==> src/rtl/display_pkg.sv <==
// Shared types for the BCM panel driver: shift/display FSM state encodings,
// oe/lat polarity constants and a width helper.
package display_pkg;

   typedef enum logic [1:0] {
      S_IDLE,
      S_SHIFT,
      S_DONE
   } shift_state_t;

   typedef enum logic [2:0] {
      D_IDLE,
      D_BLANK,
      D_LATCH,
      D_SETTLE,
      D_ON
   } disp_state_t;

   localparam logic OE_ACTIVE    = 1'b1;
   localparam logic OE_INACTIVE  = 1'b0;
   localparam logic LAT_ACTIVE   = 1'b1;
   localparam logic LAT_INACTIVE = 1'b0;

   // Address width that stays legal for a dimension of one.
   function automatic int clog2_min1(input int n);
      return (n > 1) ? $clog2(n) : 1;
   endfunction

endpackage

==> src/rtl/display_shifter.sv <==
// Shift FSM: fetches one row/plane of pixels from the frame buffer and shifts
// it out serially on rgb/oclk, one column every two clocks.
module display_shifter
   import display_pkg::*;
#(
   parameter int segments      = 1,
   parameter int rows          = 8,
   parameter int columns       = 32,
   parameter int bitwidth      = 8,
   parameter int pixel_latency = 2
) (
   input  logic                                clk,
   input  logic                                rst,
   input  logic                                start,
   input  logic                                ack,
   input  logic [bitwidth*3*segments-1:0]      pixel,
   output logic [clog2_min1(rows)-1:0]         addr_row,
   output logic [clog2_min1(columns)-1:0]      addr_col,
   output logic [clog2_min1(bitwidth)-1:0]     plane,
   output logic [3*segments-1:0]               rgb,
   output logic                                oclk,
   output logic                                done
);

   localparam int row_w   = clog2_min1(rows);
   localparam int col_w   = clog2_min1(columns);
   localparam int plane_w = clog2_min1(bitwidth);
   localparam int cnt_w   = $clog2(columns + 1);

   shift_state_t               state, state_n;
   logic [cnt_w-1:0]           issued, loaded;
   logic                       phase, issue, rise_pend;
   logic [pixel_latency-1:0]   pipe;
   logic [3*segments-1:0]      rgb_n;
   logic                       last_plane, last_row, load, shift_done;

   assign last_plane = (plane == plane_w'(bitwidth - 1));
   assign last_row   = (addr_row == row_w'(rows - 1));
   assign load       = pipe[pixel_latency-1];
   assign shift_done = rise_pend && (loaded == cnt_w'(columns));
   assign done       = (state == S_DONE);

   always_ff @(posedge clk) begin
      if (rst) state <= S_IDLE;
      else     state <= state_n;
   end

   // NOTE: every variable gets a default first so no path infers a latch.
   always_comb begin
      state_n = state;
      unique case (state)
         S_IDLE:  if (start) state_n = S_SHIFT;
         S_SHIFT: if (shift_done) state_n = S_DONE;
         S_DONE:  if (ack) state_n = (last_plane && last_row) ? S_IDLE : S_SHIFT;
         default: state_n = S_IDLE;
      endcase
   end

   // Channel c of segment i sits at pixel[(3*i+c)*bitwidth +: bitwidth], c=0 is red.
   always_comb begin
      rgb_n = '0;
      for (int i = 0; i < segments; i++)
         for (int c = 0; c < 3; c++)
            rgb_n[3*i+c] = pixel[(3*i+c)*bitwidth + int'(plane)];
   end

   // NOTE: sequential state uses non-blocking assignments so every register
   // samples pre-edge values regardless of statement order.
   always_ff @(posedge clk) begin
      if (rst) begin
         addr_row  <= '0;
         addr_col  <= '0;
         plane     <= '0;
         rgb       <= '0;
         oclk      <= 1'b0;
         issued    <= '0;
         loaded    <= '0;
         phase     <= 1'b0;
         issue     <= 1'b0;
         rise_pend <= 1'b0;
         pipe      <= '0;
      end else begin
         pipe[0] <= issue;
         for (int k = 1; k < pixel_latency; k++) pipe[k] <= pipe[k-1];
         rise_pend <= load;
         issue     <= 1'b0;
         if (state == S_SHIFT) begin
            phase <= ~phase;
            if (!phase && issued != cnt_w'(columns)) begin
               issue    <= 1'b1;
               addr_col <= col_w'(issued);
               issued   <= issued + cnt_w'(1);
            end
         end else begin
            phase  <= 1'b0;
            issued <= '0;
            loaded <= '0;
         end
         // Pixel is valid pixel_latency cycles after its address; capture it
         // one cycle later together with the falling oclk.
         if (load) begin
            rgb    <= rgb_n;
            oclk   <= 1'b0;
            loaded <= loaded + cnt_w'(1);
         end
         if (rise_pend) oclk <= 1'b1;
         if (state == S_DONE && ack) begin
            if (last_plane) begin
               plane    <= '0;
               addr_row <= last_row ? '0 : addr_row + row_w'(1);
            end else begin
               plane <= plane + plane_w'(1);
            end
         end
      end
   end

endmodule

==> src/rtl/display_driver_bcm.sv <==
// BCM LED-panel driver top: display FSM (blank/latch/settle/on) around the
// shifter. Define DISPLAY_BRIGHTNESS_EN to add a global brightness input.
module display_driver_bcm
   import display_pkg::*;
#(
   parameter int segments      = 1,
   parameter int rows          = 8,
   parameter int columns       = 32,
   parameter int bitwidth      = 8,
   parameter int base_ticks    = 4,
   parameter int pixel_latency = 2
) (
   input  logic                                clk,
   input  logic                                rst,
   input  logic                                en,
`ifdef DISPLAY_BRIGHTNESS_EN
   input  logic [7:0]                          brightness,
`endif
   output logic [clog2_min1(rows)-1:0]         addr_row,
   output logic [clog2_min1(columns)-1:0]      addr_col,
   input  logic [bitwidth*3*segments-1:0]      pixel,
   output logic [3*segments-1:0]               rgb,
   output logic                                oclk,
   output logic                                lat,
   output logic                                oe,
   output logic [clog2_min1(rows)-1:0]         row,
   output logic                                frame_complete
);

   localparam int row_w   = clog2_min1(rows);
   localparam int plane_w = clog2_min1(bitwidth);
   localparam int on_w    = $clog2((base_ticks << (bitwidth - 1)) + 1);

   disp_state_t           state, state_n;
   logic [plane_w-1:0]    lat_plane, sh_plane;
   logic [row_w-1:0]      sh_row;
   logic [on_w-1:0]       on_cnt, on_cnt_n, on_lim, dur;
   logic                  start, ack, sh_done, frame_last;
   logic                  oe_n, lat_n, fc_n;

   function automatic logic [on_w-1:0] ticks(input logic [plane_w-1:0] p);
      return on_w'(base_ticks) << p;
   endfunction

   assign dur        = ticks(lat_plane);
   assign frame_last = (row == row_w'(rows - 1)) && (lat_plane == plane_w'(bitwidth - 1));
   assign addr_row   = sh_row;

   display_shifter #(
      .segments      (segments),
      .rows          (rows),
      .columns       (columns),
      .bitwidth      (bitwidth),
      .pixel_latency (pixel_latency)
   ) u_shifter (
      .clk      (clk),
      .rst      (rst),
      .start    (start),
      .ack      (ack),
      .pixel    (pixel),
      .addr_row (sh_row),
      .addr_col (addr_col),
      .plane    (sh_plane),
      .rgb      (rgb),
      .oclk     (oclk),
      .done     (sh_done)
   );

`ifdef DISPLAY_BRIGHTNESS_EN
   localparam int prod_w = on_w + 8;
   always_ff @(posedge clk) begin
      if (rst)                   on_lim <= '0;
      else if (state == D_LATCH) on_lim <= on_w'((prod_w'(dur) * prod_w'(brightness)) >> 8);
   end
`else
   assign on_lim = dur;
`endif

   always_ff @(posedge clk) begin
      if (rst) state <= D_IDLE;
      else     state <= state_n;
   end

   always_comb begin
      state_n  = state;
      on_cnt_n = on_cnt;
      start    = 1'b0;
      ack      = 1'b0;
      fc_n     = 1'b0;
      unique case (state)
         D_IDLE: if (en) begin
            state_n = D_BLANK;
            start   = 1'b1;
         end
         D_BLANK: if (sh_done) begin
            state_n = D_LATCH;
            ack     = 1'b1;
         end
         D_LATCH: state_n = D_SETTLE;
         D_SETTLE: begin
            state_n  = D_ON;
            on_cnt_n = '0;
         end
         D_ON: begin
            if (on_cnt == dur - on_w'(1)) begin
               if (frame_last) begin
                  // Frame boundary: the only place en is honoured mid-run.
                  fc_n = 1'b1;
                  if (en) begin
                     state_n = D_BLANK;
                     start   = 1'b1;
                  end else begin
                     state_n = D_IDLE;
                  end
               end else begin
                  state_n = D_BLANK;
               end
            end else begin
               on_cnt_n = on_cnt + on_w'(1);
            end
         end
         default: state_n = D_IDLE;
      endcase
      oe_n  = (state_n == D_ON && on_cnt_n < on_lim) ? OE_ACTIVE : OE_INACTIVE;
      lat_n = (state_n == D_LATCH) ? LAT_ACTIVE : LAT_INACTIVE;
   end

   always_ff @(posedge clk) begin
      if (rst) begin
         on_cnt         <= '0;
         lat_plane      <= '0;
         row            <= '0;
         oe             <= OE_INACTIVE;
         lat            <= LAT_INACTIVE;
         frame_complete <= 1'b0;
      end else begin
         on_cnt         <= on_cnt_n;
         oe             <= oe_n;
         lat            <= lat_n;
         frame_complete <= fc_n;
         // Row only moves entering D_LATCH, where oe is already low.
         if (ack) begin
            row       <= sh_row;
            lat_plane <= sh_plane;
         end
      end
   end

endmodule

==> config.mk <==
export PLATFORM = sky130hd
export DESIGN_NAME = display_driver_bcm
export DESIGN_NICKNAME = d
export VERILOG_FILES = /design/src/rtl/display_pkg.sv /design/src/rtl/display_shifter.sv /design/src/rtl/display_driver_bcm.sv
export SDC_FILE = /design/constraint.sdc
export NUM_CORES = 1
export LEC_CHECK = 0
export BUFFER_PORTS_ARGS = -buffer_cell sky130_fd_sc_hd__buf_2
export CAP_MARGIN = 20
export CORE_ASPECT_RATIO = 0.8
export CORE_UTILIZATION = 25
export CTS_BUF_LIST = sky130_fd_sc_hd__clkbuf_8 sky130_fd_sc_hd__clkbuf_16
export DETAILED_ROUTE_END_ITERATION = 10
export PLACE_DENSITY = 0.38
export REMOVE_ABC_BUFFERS = 1
export SETUP_SLACK_MARGIN = 0.1
export SLEW_MARGIN = 20
export SYNTH_ARGS = -nofsm -noshare
export SYNTH_HDL_FRONTEND = slang
export SYNTH_SLANG_ARGS = --single-unit
==> constraint.sdc <==
create_clock -name clk -period 9.7 [get_ports clk]
set_input_delay 2.91 -clock clk [delete_from_list [all_inputs] [get_ports clk]]
set_output_delay 2.91 -clock clk [all_outputs]
set_load 0.05 [all_outputs]
==> impl_metrics.env <==
export IMPL_synthFlopType="dfxtp_1"
export IMPL_cp_slowest_cell="buf_2"
export IMPL_yosys_area_top_type="dfxtp_1"
export IMPL_post_cts_buffers=0
export IMPL_ir_worst_vdd_uv=61.19
export IMPL_grt_pass1_wl_mm=12.63
export IMPL_fin_skew_ps=6.808
export IMPL_ys_ff_latch=56
export IMPL_cp_end_kind="register"
export IMPL_overflow=0
export IMPL_final_setup_viol_count=0
export IMPL_avgSynthCellArea_um2=9.159
export IMPL_cts_tree="done"
export IMPL_post_cts_resized=0
export IMPL_remaining_drc_errors=0
export IMPL_ys_types=59
export IMPL_grt_antenna_before_repair=0
export IMPL_clock_sinks=56
export IMPL_total_power_uw=473.0
export IMPL_cts_made_buffers=5
export IMPL_gp_congestion=0.7454
export IMPL_p_sw_uw=106.7
export IMPL_crit_type="in2reg"
export IMPL_rows=35
export IMPL_critPathMaxFanout=45
export IMPL_start_kind="primary input"
export IMPL_insertion_delay_ps=300
export IMPL_track_usage_pct=12.81
export IMPL_chipHeight_um=100.9
export IMPL_synth_area_leaders="dfxtp_1 37%, ha_1 7.4%, mux2i_1 7.2%"
export IMPL_path_cells="buf_2, inv_1, nand2_1, nor2_1"
export IMPL_synth_top_area_share_pct=36.65
export IMPL_drt_wl_total_mm=7.459
export IMPL_wl_per_cell_um=14.40
export IMPL_drt_pass1_iterations=4
export IMPL_drv_cap=0
export IMPL_syn_area_um2=3059
export IMPL_htree_levels=2
export IMPL_tightestPinTransition_ps=920.5
export IMPL_power_leakage_nw=1.481
export IMPL_internal_power_uw=366.4
export IMPL_portBuffers=44
export IMPL_p_comb_share_pct=5.4
export IMPL_clk_pin_slew_worst_paths_ps=70
export IMPL_start_util_pct=26.07
export IMPL_power_frac_seq_pct=49.7
export IMPL_maxSlewViolCount=0
export IMPL_max_slew_margin_rel_pct=38.63
export IMPL_p_clk_share_pct=45.0
export IMPL_cp_data_required_time_ps=9880
export IMPL_fin_nets=414
export IMPL_period_share_pct=41.71
export IMPL_vias_per_cell=4.763
export IMPL_yosys_warnings=0
export IMPL_netSwitchingFraction_pct=22.55
export IMPL_stdcell_area_um2=3558
export IMPL_coreArea_um2=11740
export IMPL_grt_pass1_vias=2419
export IMPL_crit_family="buffers and inverters"
export IMPL_ys_seq_area_share_pct=36.65
export IMPL_n_antenna_cell=0
export IMPL_clockRootBuffer="clkbuf_16"
export IMPL_hold_viol=0
export IMPL_status="finished, final reports clean"
export IMPL_rsz0062_at_grt="no"
export IMPL_place_area_um2=3387
export IMPL_cp_slowest_stage_delay_ps=690
export IMPL_fmax_mhz=247.1
export IMPL_dpl_hpwl_mm=5.409
export IMPL_synth_cells=334
export IMPL_drive_above_1_share_pct=18.65
export IMPL_fp_dieW_um=125.7
export IMPL_ios=45
export IMPL_reg2reg_slack_ps=5680
export IMPL_async_reset_ff_share_pct=0
export IMPL_grt_start_max_net_pins=46
export IMPL_drtIter0Drc=81
export IMPL_fin_hold_ws_ps=451.2
export IMPL_clockBufferDepth=2
export IMPL_min_period_ps=4046
export IMPL_syn_to_final_growth_pct=16.32
export IMPL_power_per_cell_area_nw_per_um2=132.9
export IMPL_die_area_um2=12690
export IMPL_fin_setup_tns_ps=0
export IMPL_routed_via_count=2467
export IMPL_hp_class="reg2reg"
export IMPL_worst_path_buf_inv=2
export IMPL_antenna_left=0
export IMPL_holdBufCountCts=0
export IMPL_synth_edf_count=0
export IMPL_cp_arrival_ps=4230
## per-stage QoR
stage / util (%) / cells / setup WS, ps
4_1_cts: 30.32 / 518 / 5590
5_1_grt: 30.32 / 518 / 5213
3_3_place_gp: 28.86 / 510 / 5332
6_report: 30.32 / 518 / 5654
3_5_place_dp: 28.86 / 510 / 5257
2_1_floorplan: - / 318 / 6011
## final cells by class
type | count | area (um2)
clock buffer | 5 | 125.1
clock inverter | 3 | 46.29
fill | 1243 | 8178
inverter | 9 | 33.78
multi-input combinational | 253 | 1827
sequential | 56 | 1121
tap | 148 | 185.2
timing repair buffer | 44 | 220.2
## power by group through the flow
stage	logic, mW	clock network, mW	registers, mW
floorplan	0.0122	0	0.241
global route	0.0285	0.231	0.236
finish	0.0253	0.213	0.235
CTS	0.0258	0.221	0.235
global placement	0.0255	0	0.241
detailed placement	0.0257	0	0.240
## cell families (layout without fill, tap and decap cells)
group                    count (synthesis)  after routing  synth area share (%)
adder cells (fa/ha/maj)                 18             18                 7.362
XOR/XNOR                                12             12                 3.436
AO/OA/AOI/OAI                           60             60                 13.91
flip-flops                              56             56                 36.65
multiplexers                            28             28                 11.62
AND/OR/NAND/NOR                        135            135                 23.40
buffers and inverters                   25             61                 3.640
## worst paths after layout
path / from / end / cells after the start
min reg2reg: u_shifter.pipe[0] / u_shifter.pipe[1] / 1
max: rst / u_shifter.issued[5] / 4
min: u_shifter.pipe[0] / u_shifter.pipe[1] / 1
max reg2reg: lat_plane[0] / oe / 13
## worst reg2reg max path, delay by kind of cell (launching register included)
kind            cells  cell delay [ps]
xor+xnor            1              210
compound gates      6             1310
simple gates        4             1270
fa+ha+maj           2              580
flops               1              590
## cells in the mapped netlist (all sizes together), types with 5 or more instances
library cell,n
mux4,6
mux2i,22
xnor2,7
clkbuf,12
and2,6
o211ai,10
xor2,5
a21oi,20
nor4b,5
dfxtp,56
nor2b,6
or3,6
o21ai,5
nand3,11
nor3,6
nand2,21
nor2,50
inv,9
ha,18
## cells in the final DEF, fill, tap and decap left out, types with 2 or more instances in the layout
| master | n |
|---|---|
| o31a_1 | 2 |
| nand2b_1 | 3 |
| o2111ai_1 | 3 |
| nor2b_1 | 6 |
| a22oi_1 | 2 |
| inv_1 | 9 |
| buf_2 | 44 |
| clkbuf_16 | 5 |
| nor3_1 | 6 |
| nand2_1 | 21 |
| or3_1 | 5 |
| a31oi_1 | 2 |
| nor2_1 | 50 |
| a211oi_1 | 4 |
| o211ai_1 | 9 |
| mux4_2 | 6 |
| mux2i_1 | 22 |
| nand4_1 | 3 |
| xor2_1 | 5 |
| and2_1 | 6 |
| and3_1 | 4 |
| a21oi_1 | 19 |
| nor4b_1 | 3 |
| nor4_1 | 2 |
| o21a_1 | 3 |
| nor4b_2 | 2 |
| xnor2_1 | 7 |
| nand3b_1 | 2 |
| o21ai_0 | 3 |
| ha_1 | 18 |
| nand3_1 | 11 |
| dfxtp_1 | 56 |
## flip-flops by register name (all words and copies together), names as in the netlist, 2 cells and up, named ones only
register            flops
on_cnt                  8
u_shifter.pipe          2
state                   3
u_shifter.rgb           3
u_shifter.addr_row      3
lat_plane               3
u_shifter.plane         3
u_shifter.loaded        6
u_shifter.state         2
row                     3
u_shifter.issued        6
u_shifter.addr_col      5
## per-layer routing
layer	vias up	wire length, um	track usage [%]
met5	-	0	0
met4	0	83	3.940
met2	26	3019	18.59
li1	1273	-	-
met3	7	185	2.548
met1	1161	4171	18.78
Note: power is estimated with default switching activity, not from simulation.
